## config.mk

```make
export PLATFORM = sky130hd
export DESIGN_NAME = wei_buf_rsp_flat
export DESIGN_NICKNAME = d
export VERILOG_FILES = /design/src/rtl/wei_buf_rsp_if.sv /design/src/rtl/wei_buf_rsp.sv /design/src/flat_wrapper.sv
export SDC_FILE = /design/constraint.sdc
export NUM_CORES = 2
export LEC_CHECK = 0
export CAP_MARGIN = 30
export CORE_ASPECT_RATIO = 0.8
export CORE_MARGIN = 4
export CORE_UTILIZATION = 63
export CTS_CLUSTER_DIAMETER = 100
export DETAILED_ROUTE_END_ITERATION = 10
export PLACE_DENSITY_LB_ADDON = 0.08
export SETUP_SLACK_MARGIN = 0.5
export SYNTH_ARGS = -nofsm -noshare
export SYNTH_HDL_FRONTEND = slang
export SYNTH_SLANG_ARGS = --single-unit
```

## constraint.sdc

```tcl
create_clock -name clk -period 2.9 [get_ports clk]
set_clock_uncertainty 0.1 [all_clocks]
set_input_delay 0.435 -clock clk [delete_from_list [all_inputs] [get_ports clk]]
set_output_delay 0.435 -clock clk [all_outputs]
set_load 0.05 [all_outputs]
```

## src/rtl/wei_buf_rsp_if.sv

```systemverilog
// Bundles the weight buffer responder's handshake signals into one interface.
//   Config channel : TOPWBF_CfgVld/CfgNum in, WBFTOP_CfgRdy out
//   Fill channel   : GLBWBF_DatVld/Dat in, WBFGLB_DatRdy out
//   Read address   : WCAWBF_AdrVld/Adr in, WBFWCA_AdrRdy out
//   Read data      : WBFWCA_DatVld/Dat out, WCAWBF_DatRdy in
//   Error          : WBFTOP_RdErr out (pulse on out-of-range read)
// The slave modport is the responder; the master modport is everything around it.
interface wei_buf_rsp_if #(
    parameter int DATA_WIDTH     = 8,
    parameter int WEI_ADDR_WIDTH = 8
);
    logic                      TOPWBF_CfgVld;
    logic [WEI_ADDR_WIDTH:0]   TOPWBF_CfgNum;
    logic                      WBFTOP_CfgRdy;
    logic                      GLBWBF_DatVld;
    logic [DATA_WIDTH-1:0]     GLBWBF_Dat;
    logic                      WBFGLB_DatRdy;
    logic                      WCAWBF_AdrVld;
    logic [WEI_ADDR_WIDTH-1:0] WCAWBF_Adr;
    logic                      WBFWCA_AdrRdy;
    logic                      WBFWCA_DatVld;
    logic [DATA_WIDTH-1:0]     WBFWCA_Dat;
    logic                      WCAWBF_DatRdy;
    logic                      WBFTOP_RdErr;

    modport slave (
        input  TOPWBF_CfgVld, TOPWBF_CfgNum, GLBWBF_DatVld, GLBWBF_Dat,
               WCAWBF_AdrVld, WCAWBF_Adr, WCAWBF_DatRdy,
        output WBFTOP_CfgRdy, WBFGLB_DatRdy, WBFWCA_AdrRdy, WBFWCA_DatVld,
               WBFWCA_Dat, WBFTOP_RdErr
    );

    modport master (
        output TOPWBF_CfgVld, TOPWBF_CfgNum, GLBWBF_DatVld, GLBWBF_Dat,
               WCAWBF_AdrVld, WCAWBF_Adr, WCAWBF_DatRdy,
        input  WBFTOP_CfgRdy, WBFGLB_DatRdy, WBFWCA_AdrRdy, WBFWCA_DatVld,
               WBFWCA_Dat, WBFTOP_RdErr
    );
endinterface

```

## src/rtl/wei_buf_rsp.sv

```systemverilog
// Weight buffer read responder. Filled sequentially from the global buffer,
// then answers single-word reads from the weight cache with one read in flight
// and a fixed one-cycle address-to-data latency.
// Ports:
//   clk, rst_n : clock, asynchronous active-low reset
//   bus        : wei_buf_rsp_if.slave (config, fill, read address/data, error)
//   WBFTOP_RdCnt [15:0] : accepted reads since last config start, saturating
//                         (present only when WBF_STAT_EN is defined)
//
// state | meaning
// IDLE  | waiting for a config strobe; CfgRdy high
// CFG   | one cycle after latching cfg_num; picks FILL or WORK
// FILL  | accepting fill words into mem[wr_ptr]
// WORK  | serving reads; config strobe returns to IDLE
module wei_buf_rsp #(
    parameter int DATA_WIDTH     = 8,
    parameter int WEI_ADDR_WIDTH = 8
) (
    input  logic                clk,
    input  logic                rst_n,
    wei_buf_rsp_if.slave        bus
`ifdef WBF_STAT_EN
    ,
    output logic [15:0]         WBFTOP_RdCnt
`endif
);
    localparam int DEPTH = 2 ** WEI_ADDR_WIDTH;
    localparam logic [WEI_ADDR_WIDTH:0] PTR_ONE = 1;

    typedef enum logic [1:0] {ST_IDLE, ST_CFG, ST_FILL, ST_WORK} state_t;

    state_t                    state_q, state_d;
    logic [WEI_ADDR_WIDTH:0]   cfg_num_q, cfg_num_d;
    logic [WEI_ADDR_WIDTH:0]   wr_ptr_q, wr_ptr_d;
    logic                      dat_vld_q, dat_vld_d;
    logic [DATA_WIDTH-1:0]     dat_reg_q, dat_reg_d;
    logic                      rd_err_q, rd_err_d;
    logic [DATA_WIDTH-1:0]     mem_q [DEPTH];

    logic                      glb_hs;
    logic                      adr_hs;
    logic                      adr_in_range;
    logic [WEI_ADDR_WIDTH:0]   adr_ext;

    assign bus.WBFTOP_CfgRdy = (state_q == ST_IDLE);
    assign bus.WBFGLB_DatRdy = (state_q == ST_FILL);
    assign bus.WBFWCA_AdrRdy = (state_q == ST_WORK) & (~dat_vld_q | bus.WCAWBF_DatRdy);
    assign bus.WBFWCA_DatVld = dat_vld_q;
    assign bus.WBFWCA_Dat    = dat_vld_q ? dat_reg_q : '0;
    assign bus.WBFTOP_RdErr  = rd_err_q;

    assign glb_hs       = (state_q == ST_FILL) & bus.GLBWBF_DatVld;
    assign adr_hs       = bus.WCAWBF_AdrVld & bus.WBFWCA_AdrRdy;
    assign adr_ext      = {1'b0, bus.WCAWBF_Adr};
    assign adr_in_range = (adr_ext < cfg_num_q);

    always_ff @(posedge clk or negedge rst_n) begin
        if (!rst_n) begin
            state_q   <= ST_IDLE;
            cfg_num_q <= '0;
            wr_ptr_q  <= '0;
            dat_vld_q <= 1'b0;
            dat_reg_q <= '0;
            rd_err_q  <= 1'b0;
        end else begin
            state_q   <= state_d;
            cfg_num_q <= cfg_num_d;
            wr_ptr_q  <= wr_ptr_d;
            dat_vld_q <= dat_vld_d;
            dat_reg_q <= dat_reg_d;
            rd_err_q  <= rd_err_d;
        end
    end

    // Storage is deliberately not reset; only written words are ever returned.
    always_ff @(posedge clk) begin
        if (glb_hs) begin
            mem_q[wr_ptr_q[WEI_ADDR_WIDTH-1:0]] <= bus.GLBWBF_Dat;
        end
    end

    always_comb begin
        state_d   = state_q;
        cfg_num_d = cfg_num_q;
        wr_ptr_d  = wr_ptr_q;
        dat_vld_d = dat_vld_q;
        dat_reg_d = dat_reg_q;
        rd_err_d  = 1'b0;

        // A new address wins over a consume, so back-to-back reads keep dat_vld high.
        if (adr_hs) begin
            dat_vld_d = 1'b1;
            dat_reg_d = adr_in_range ? mem_q[bus.WCAWBF_Adr] : '0;
            rd_err_d  = ~adr_in_range;
        end else if (bus.WCAWBF_DatRdy) begin
            dat_vld_d = 1'b0;
        end

        case (state_q)
            ST_IDLE: begin
                if (bus.TOPWBF_CfgVld) begin
                    state_d   = ST_CFG;
                    cfg_num_d = bus.TOPWBF_CfgNum;
                    wr_ptr_d  = '0;
                end
            end
            ST_CFG: begin
                state_d = (cfg_num_q == '0) ? ST_WORK : ST_FILL;
            end
            ST_FILL: begin
                if (glb_hs) begin
                    wr_ptr_d = wr_ptr_q + PTR_ONE;
                    if (wr_ptr_q == cfg_num_q - PTR_ONE) begin
                        state_d = ST_WORK;
                    end
                end
            end
            ST_WORK: begin
                // Leaving for IDLE drops any pending read and its error flag.
                if (bus.TOPWBF_CfgVld) begin
                    state_d   = ST_IDLE;
                    cfg_num_d = '0;
                    dat_vld_d = 1'b0;
                    rd_err_d  = 1'b0;
                end
            end
            default: begin
                state_d = ST_IDLE;
            end
        endcase
    end

`ifdef WBF_STAT_EN
    logic [15:0] rd_cnt_q, rd_cnt_d;

    always_ff @(posedge clk or negedge rst_n) begin
        if (!rst_n) begin
            rd_cnt_q <= '0;
        end else begin
            rd_cnt_q <= rd_cnt_d;
        end
    end

    always_comb begin
        rd_cnt_d = rd_cnt_q;
        if ((state_q == ST_IDLE) && bus.TOPWBF_CfgVld) begin
            rd_cnt_d = '0;
        end else if (adr_hs && (rd_cnt_q != 16'hFFFF)) begin
            rd_cnt_d = rd_cnt_q + 16'd1;
        end
    end

    assign WBFTOP_RdCnt = rd_cnt_q;
`endif
endmodule

```

## src/flat_wrapper.sv

```systemverilog
// flat-port wrapper written by rule: the top's interface ports become plain ports
module wei_buf_rsp_flat 
#(
    parameter int DATA_WIDTH     = 8,
    parameter int WEI_ADDR_WIDTH = 8
)
  (clk, rst_n, bus_TOPWBF_CfgVld, bus_TOPWBF_CfgNum, bus_GLBWBF_DatVld, bus_GLBWBF_Dat, bus_WCAWBF_AdrVld, bus_WCAWBF_Adr, bus_WCAWBF_DatRdy, bus_WBFTOP_CfgRdy, bus_WBFGLB_DatRdy, bus_WBFWCA_AdrRdy, bus_WBFWCA_DatVld, bus_WBFWCA_Dat, bus_WBFTOP_RdErr);
  wei_buf_rsp_if #(.DATA_WIDTH(DATA_WIDTH), .WEI_ADDR_WIDTH(WEI_ADDR_WIDTH)) bus_i ();
  input  logic clk;
  input  logic rst_n;
  input wire logic [$bits(bus_i.TOPWBF_CfgVld)-1:0] bus_TOPWBF_CfgVld;
  input wire logic [$bits(bus_i.TOPWBF_CfgNum)-1:0] bus_TOPWBF_CfgNum;
  input wire logic [$bits(bus_i.GLBWBF_DatVld)-1:0] bus_GLBWBF_DatVld;
  input wire logic [$bits(bus_i.GLBWBF_Dat)-1:0] bus_GLBWBF_Dat;
  input wire logic [$bits(bus_i.WCAWBF_AdrVld)-1:0] bus_WCAWBF_AdrVld;
  input wire logic [$bits(bus_i.WCAWBF_Adr)-1:0] bus_WCAWBF_Adr;
  input wire logic [$bits(bus_i.WCAWBF_DatRdy)-1:0] bus_WCAWBF_DatRdy;
  output wire logic [$bits(bus_i.WBFTOP_CfgRdy)-1:0] bus_WBFTOP_CfgRdy;
  output wire logic [$bits(bus_i.WBFGLB_DatRdy)-1:0] bus_WBFGLB_DatRdy;
  output wire logic [$bits(bus_i.WBFWCA_AdrRdy)-1:0] bus_WBFWCA_AdrRdy;
  output wire logic [$bits(bus_i.WBFWCA_DatVld)-1:0] bus_WBFWCA_DatVld;
  output wire logic [$bits(bus_i.WBFWCA_Dat)-1:0] bus_WBFWCA_Dat;
  output wire logic [$bits(bus_i.WBFTOP_RdErr)-1:0] bus_WBFTOP_RdErr;
  assign bus_i.TOPWBF_CfgVld = bus_TOPWBF_CfgVld;
  assign bus_i.TOPWBF_CfgNum = bus_TOPWBF_CfgNum;
  assign bus_i.GLBWBF_DatVld = bus_GLBWBF_DatVld;
  assign bus_i.GLBWBF_Dat = bus_GLBWBF_Dat;
  assign bus_i.WCAWBF_AdrVld = bus_WCAWBF_AdrVld;
  assign bus_i.WCAWBF_Adr = bus_WCAWBF_Adr;
  assign bus_i.WCAWBF_DatRdy = bus_WCAWBF_DatRdy;
  assign bus_WBFTOP_CfgRdy = bus_i.WBFTOP_CfgRdy;
  assign bus_WBFGLB_DatRdy = bus_i.WBFGLB_DatRdy;
  assign bus_WBFWCA_AdrRdy = bus_i.WBFWCA_AdrRdy;
  assign bus_WBFWCA_DatVld = bus_i.WBFWCA_DatVld;
  assign bus_WBFWCA_Dat = bus_i.WBFWCA_Dat;
  assign bus_WBFTOP_RdErr = bus_i.WBFTOP_RdErr;
  wei_buf_rsp #(.DATA_WIDTH(DATA_WIDTH), .WEI_ADDR_WIDTH(WEI_ADDR_WIDTH)) u_core (.clk(clk), .rst_n(rst_n), .bus(bus_i));
endmodule
```

==> impl_results.md <==
- Status: finished, final reports clean
- Mapped Area: approximately 0.082 mm²
- Pre-antenna DRT Iters: 6
- IR drop worst, VDD: about 0.60 mV
- Avg Inst Size Synth: 19.71 µm²
- Seq/Total Area, Yosys: around three quarters
- CP Launch Type: flop
- Final Hold Viols: 0
- Fin crit period: approximately 2500 ps
- Seq cells post-synth: 2,078
- HP Start: bus_GLBWBF_Dat[7]
- Die area: between 0.1 and 0.15 mm²
- DP Wirelength: 135.5 mm
- Measured slew at the worst slew-check pin: about 970 ps
- Worst min path class: in2reg
- CTS tree: built
- Critical Path Sink Type: flop
- Slew Viols, Final: 0
- Antenna violations before repair: 4
- DR iter-0 viols: 6,389
- Crit Path Category: reg2reg
- Setup-failing EPs final: 0
- Top-count cell post-synth: edfxtp_1
- Worst-skew pair later-pin latency: 800 ps
- Layout area overhead: 17.05%
- CTS Buffer Depth: 3
- Layout Utilization: approximately three quarters
- Die W: approximately 410 µm
- IO Port Bufs: 43
- WL/cell: around 32 µm
- Via count: 44,199
- Sw Share: a little under a quarter
- Row Count: 118
- Total CTS buffers: roughly 190
- Final ANT Viol Nets: 0
- Post-synth EDFFs: between 2,000 and 2,500
- Total gr overflow: 0
- Hold_ws: between 60 and 70 ps
- Routed wire length: roughly 210 mm
- Area of the multi-input gates: approximately 0.020 mm²
- Max cap viols: 0
- Syn_nets: 4,233
- Hold path depth: 1
- First-pass GRT wire length: between 300 and 400 mm
- Cells on worst reg2reg path: 7
- Comb power frac: under 10%
- PwrDens: 657.7 mW/mm²
- Die Ht: about 330 µm
- WP data arrival: 3040 ps
- Cell Area, Placed: around 0.090 mm²
- Ys Warns: 0
- Reg area: 0.06226 mm²
- Slew headroom: 35.58%
- Placer congestion estimate: about 0.90
- Core outline area: approximately 0.13 mm²
- Ports: 44
- H-tree depth: 4
- Critical Path Fanout Max: 1
- Clock sink total: 2,078
- Initial core utilization: approximately 64%
- Commonest cells post-synth: edfxtp_1, mux4_2, nor2_1, mux2i_1, nand2_1
- Layout cell share with drive strength beyond 1: ~30%
- Design area: between 0.09 and 0.1 mm²
- Top post-synthesis cells by area: edfxtp_1, mux4_2, mux2i_1
- Worst R2R Start: u_core.mem_q[71][6]$_DFFE_PP_
- Worst path required time: 3470 ps
- Pint: approximately 50,000 µW
- Async set-or-reset flop fraction in the synthesized netlist: under 10%
- Predominant post-synthesis flop cell: edfxtp_1
- Distinct cells, synth: a little over 80
- DRC: 0
- Clock Power Share: a little under two fifths
- Psw: ~14,000 µW
- Reg power frac: about 53%
- Number of vias per cell: 6.698
- Crit share post-route: 85.35%
- Reg clk slew, reported paths: around 60 ps
- # nets final: 4,746
- Layout fillers: approximately 7,300
- FMAX: between 0.4 and 0.5 GHz
- Leakage power: about 0.031 µW
- Vias in the first global route: between 40,000 and 50,000
- Pin count of the biggest net entering global routing: a little under 100
- RSZ-0062 raised after global routing: true
- GR Util All Layers: between 30% and 40%
- Worst setup path start: u_core.mem_q[71][6]$_DFFE_PP_
- Clock Tree Root: clkbuf_16
- Syn Inst Count: approximately 4,200
- Area leader, netlist: edfxtp_1
- Synth top area share: 74.55%
## layer usage
metal | track usage, % | wire length, µm
met5 | 0 | 0
met4 | 7.751 | 5280
met3 | 8.478 | 25420
met2 | 43.87 | 94150
met1 | 48.85 | 86250
## critical path, cell delays in order, from the launching register on
cell	delay, ps
edfxtp_1	390
mux4_2	490
mux2i_1	140
a2bb2oi_1	250
o2111ai_1	330
and3_1	390
a31oi_2	180
o21ai_1	70
## kinds of logic after synthesis
group	count (synthesis)	share of synthesized area, %
AOI/OAI and AO/OA	374	3.385
xor gates and xnor gates	15	0.1593
adders and majority gates	16	0.2427
buffers and inverters	276	2.255
DFF	2078	75.46
muxes	699	14.24
and+or+nand+nor	728	4.258
## final cells by class
cell class / instances / share of cell area, %
Antenna cell: 3 / 0.007775
Tap cell: 1740 / 2.255
Clock inverter: 94 / 0.7710
Multi-Input combinational cell: 1832 / 20.82
Inverter: 20 / 0.08293
Timing Repair Buffer: 576 / 6.173
Clock buffer: 256 / 5.409
Sequential cell: 2078 / 64.48
## flip-flops by register name (all words and copies together), names as in the netlist
name / cells
u_core.mem_q: 2048
u_core.bus.WBFTOP_RdErr: 1
u_core.bus.WBFWCA_DatVld: 1
u_core.dat_reg_q: 8
u_core.wr_ptr_q: 9
u_core.state_q: 2
u_core.cfg_num_q: 9
## cell usage in the layout, fill, tap and decap left out, types with 48 or more instances in the layout
cell type | Yosys | final
buf_4 | 49 | 411
mux2i_1 | 320 | 316
a22oi_1 | 73 | 73
clkbuf_16 | 0 | 201
nor2_4 | 0 | 174
mux4_2 | 365 | 367
edfxtp_1 | 2048 | 2048
nor2b_1 | 64 | 58
nor2_1 | 327 | 139
clkinv_1 | 1 | 48
nand2_1 | 100 | 97
buf_12 | 5 | 113
nand3_1 | 88 | 72
a211oi_1 | 64 | 63
clkbuf_1 | 70 | 53
## power by group through the flow
stage | Sequential (µW) | Clock, µW | Combinational, µW
after detailed placement | 34100 | 0 | 5180
after global placement | 34100 | 0 | 5080
after global routing | 33500 | 25800 | 6050
after floorplan | 34000 | 0 | 2830
final | 33500 | 24300 | 5760
after CTS | 33400 | 24500 | 5370
## per-stage QoR
stage | setup slack [ps] | std cells | setup TNS, ps | power [µW]
finish | 424.9 | 6599 | 0 | 63510
global route | 366.6 | 6596 | 0 | 65350
CTS | 458.0 | 6570 | 0 | 63280
detailed placement | -377.9 | 6204 | -1912 | 39240
global placement | -428.0 | 6204 | -1923 | 39140
floorplan | 398.8 | 4186 | 0 | 36800
## what timing repair did
item | in CTS | in global routing
setup endpoints to repair | 575 | 915
endpoints found under the hold margin | 58 | 0
hold buffers | 3 | 0
gates resized for setup | 81 | 52
pin swaps | 19 | 27
setup buffers | 13 | 23
cloned | 0 | 3
## path summary, 6_finish.rpt
kind | to | slack [ps]
min in group asynchronous | u_core.wr_ptr_q[8]$_DFFE_PN0P_ | 230
hold reg to reg | u_core.wr_ptr_q[8]$_DFFE_PN0P_ | 480
setup reg to reg | u_core.dat_reg_q[6]$_DFFE_PN0P_ | 420
setup / recovery | u_core.dat_reg_q[6]$_DFFE_PN0P_ | 420
max in group asynchronous | u_core.dat_reg_q[1]$_DFFE_PN0P_ | 1780
hold / removal | u_core.mem_q[118][7]$_DFFE_PP_ | 60
(Power assumes the default switching activity.)
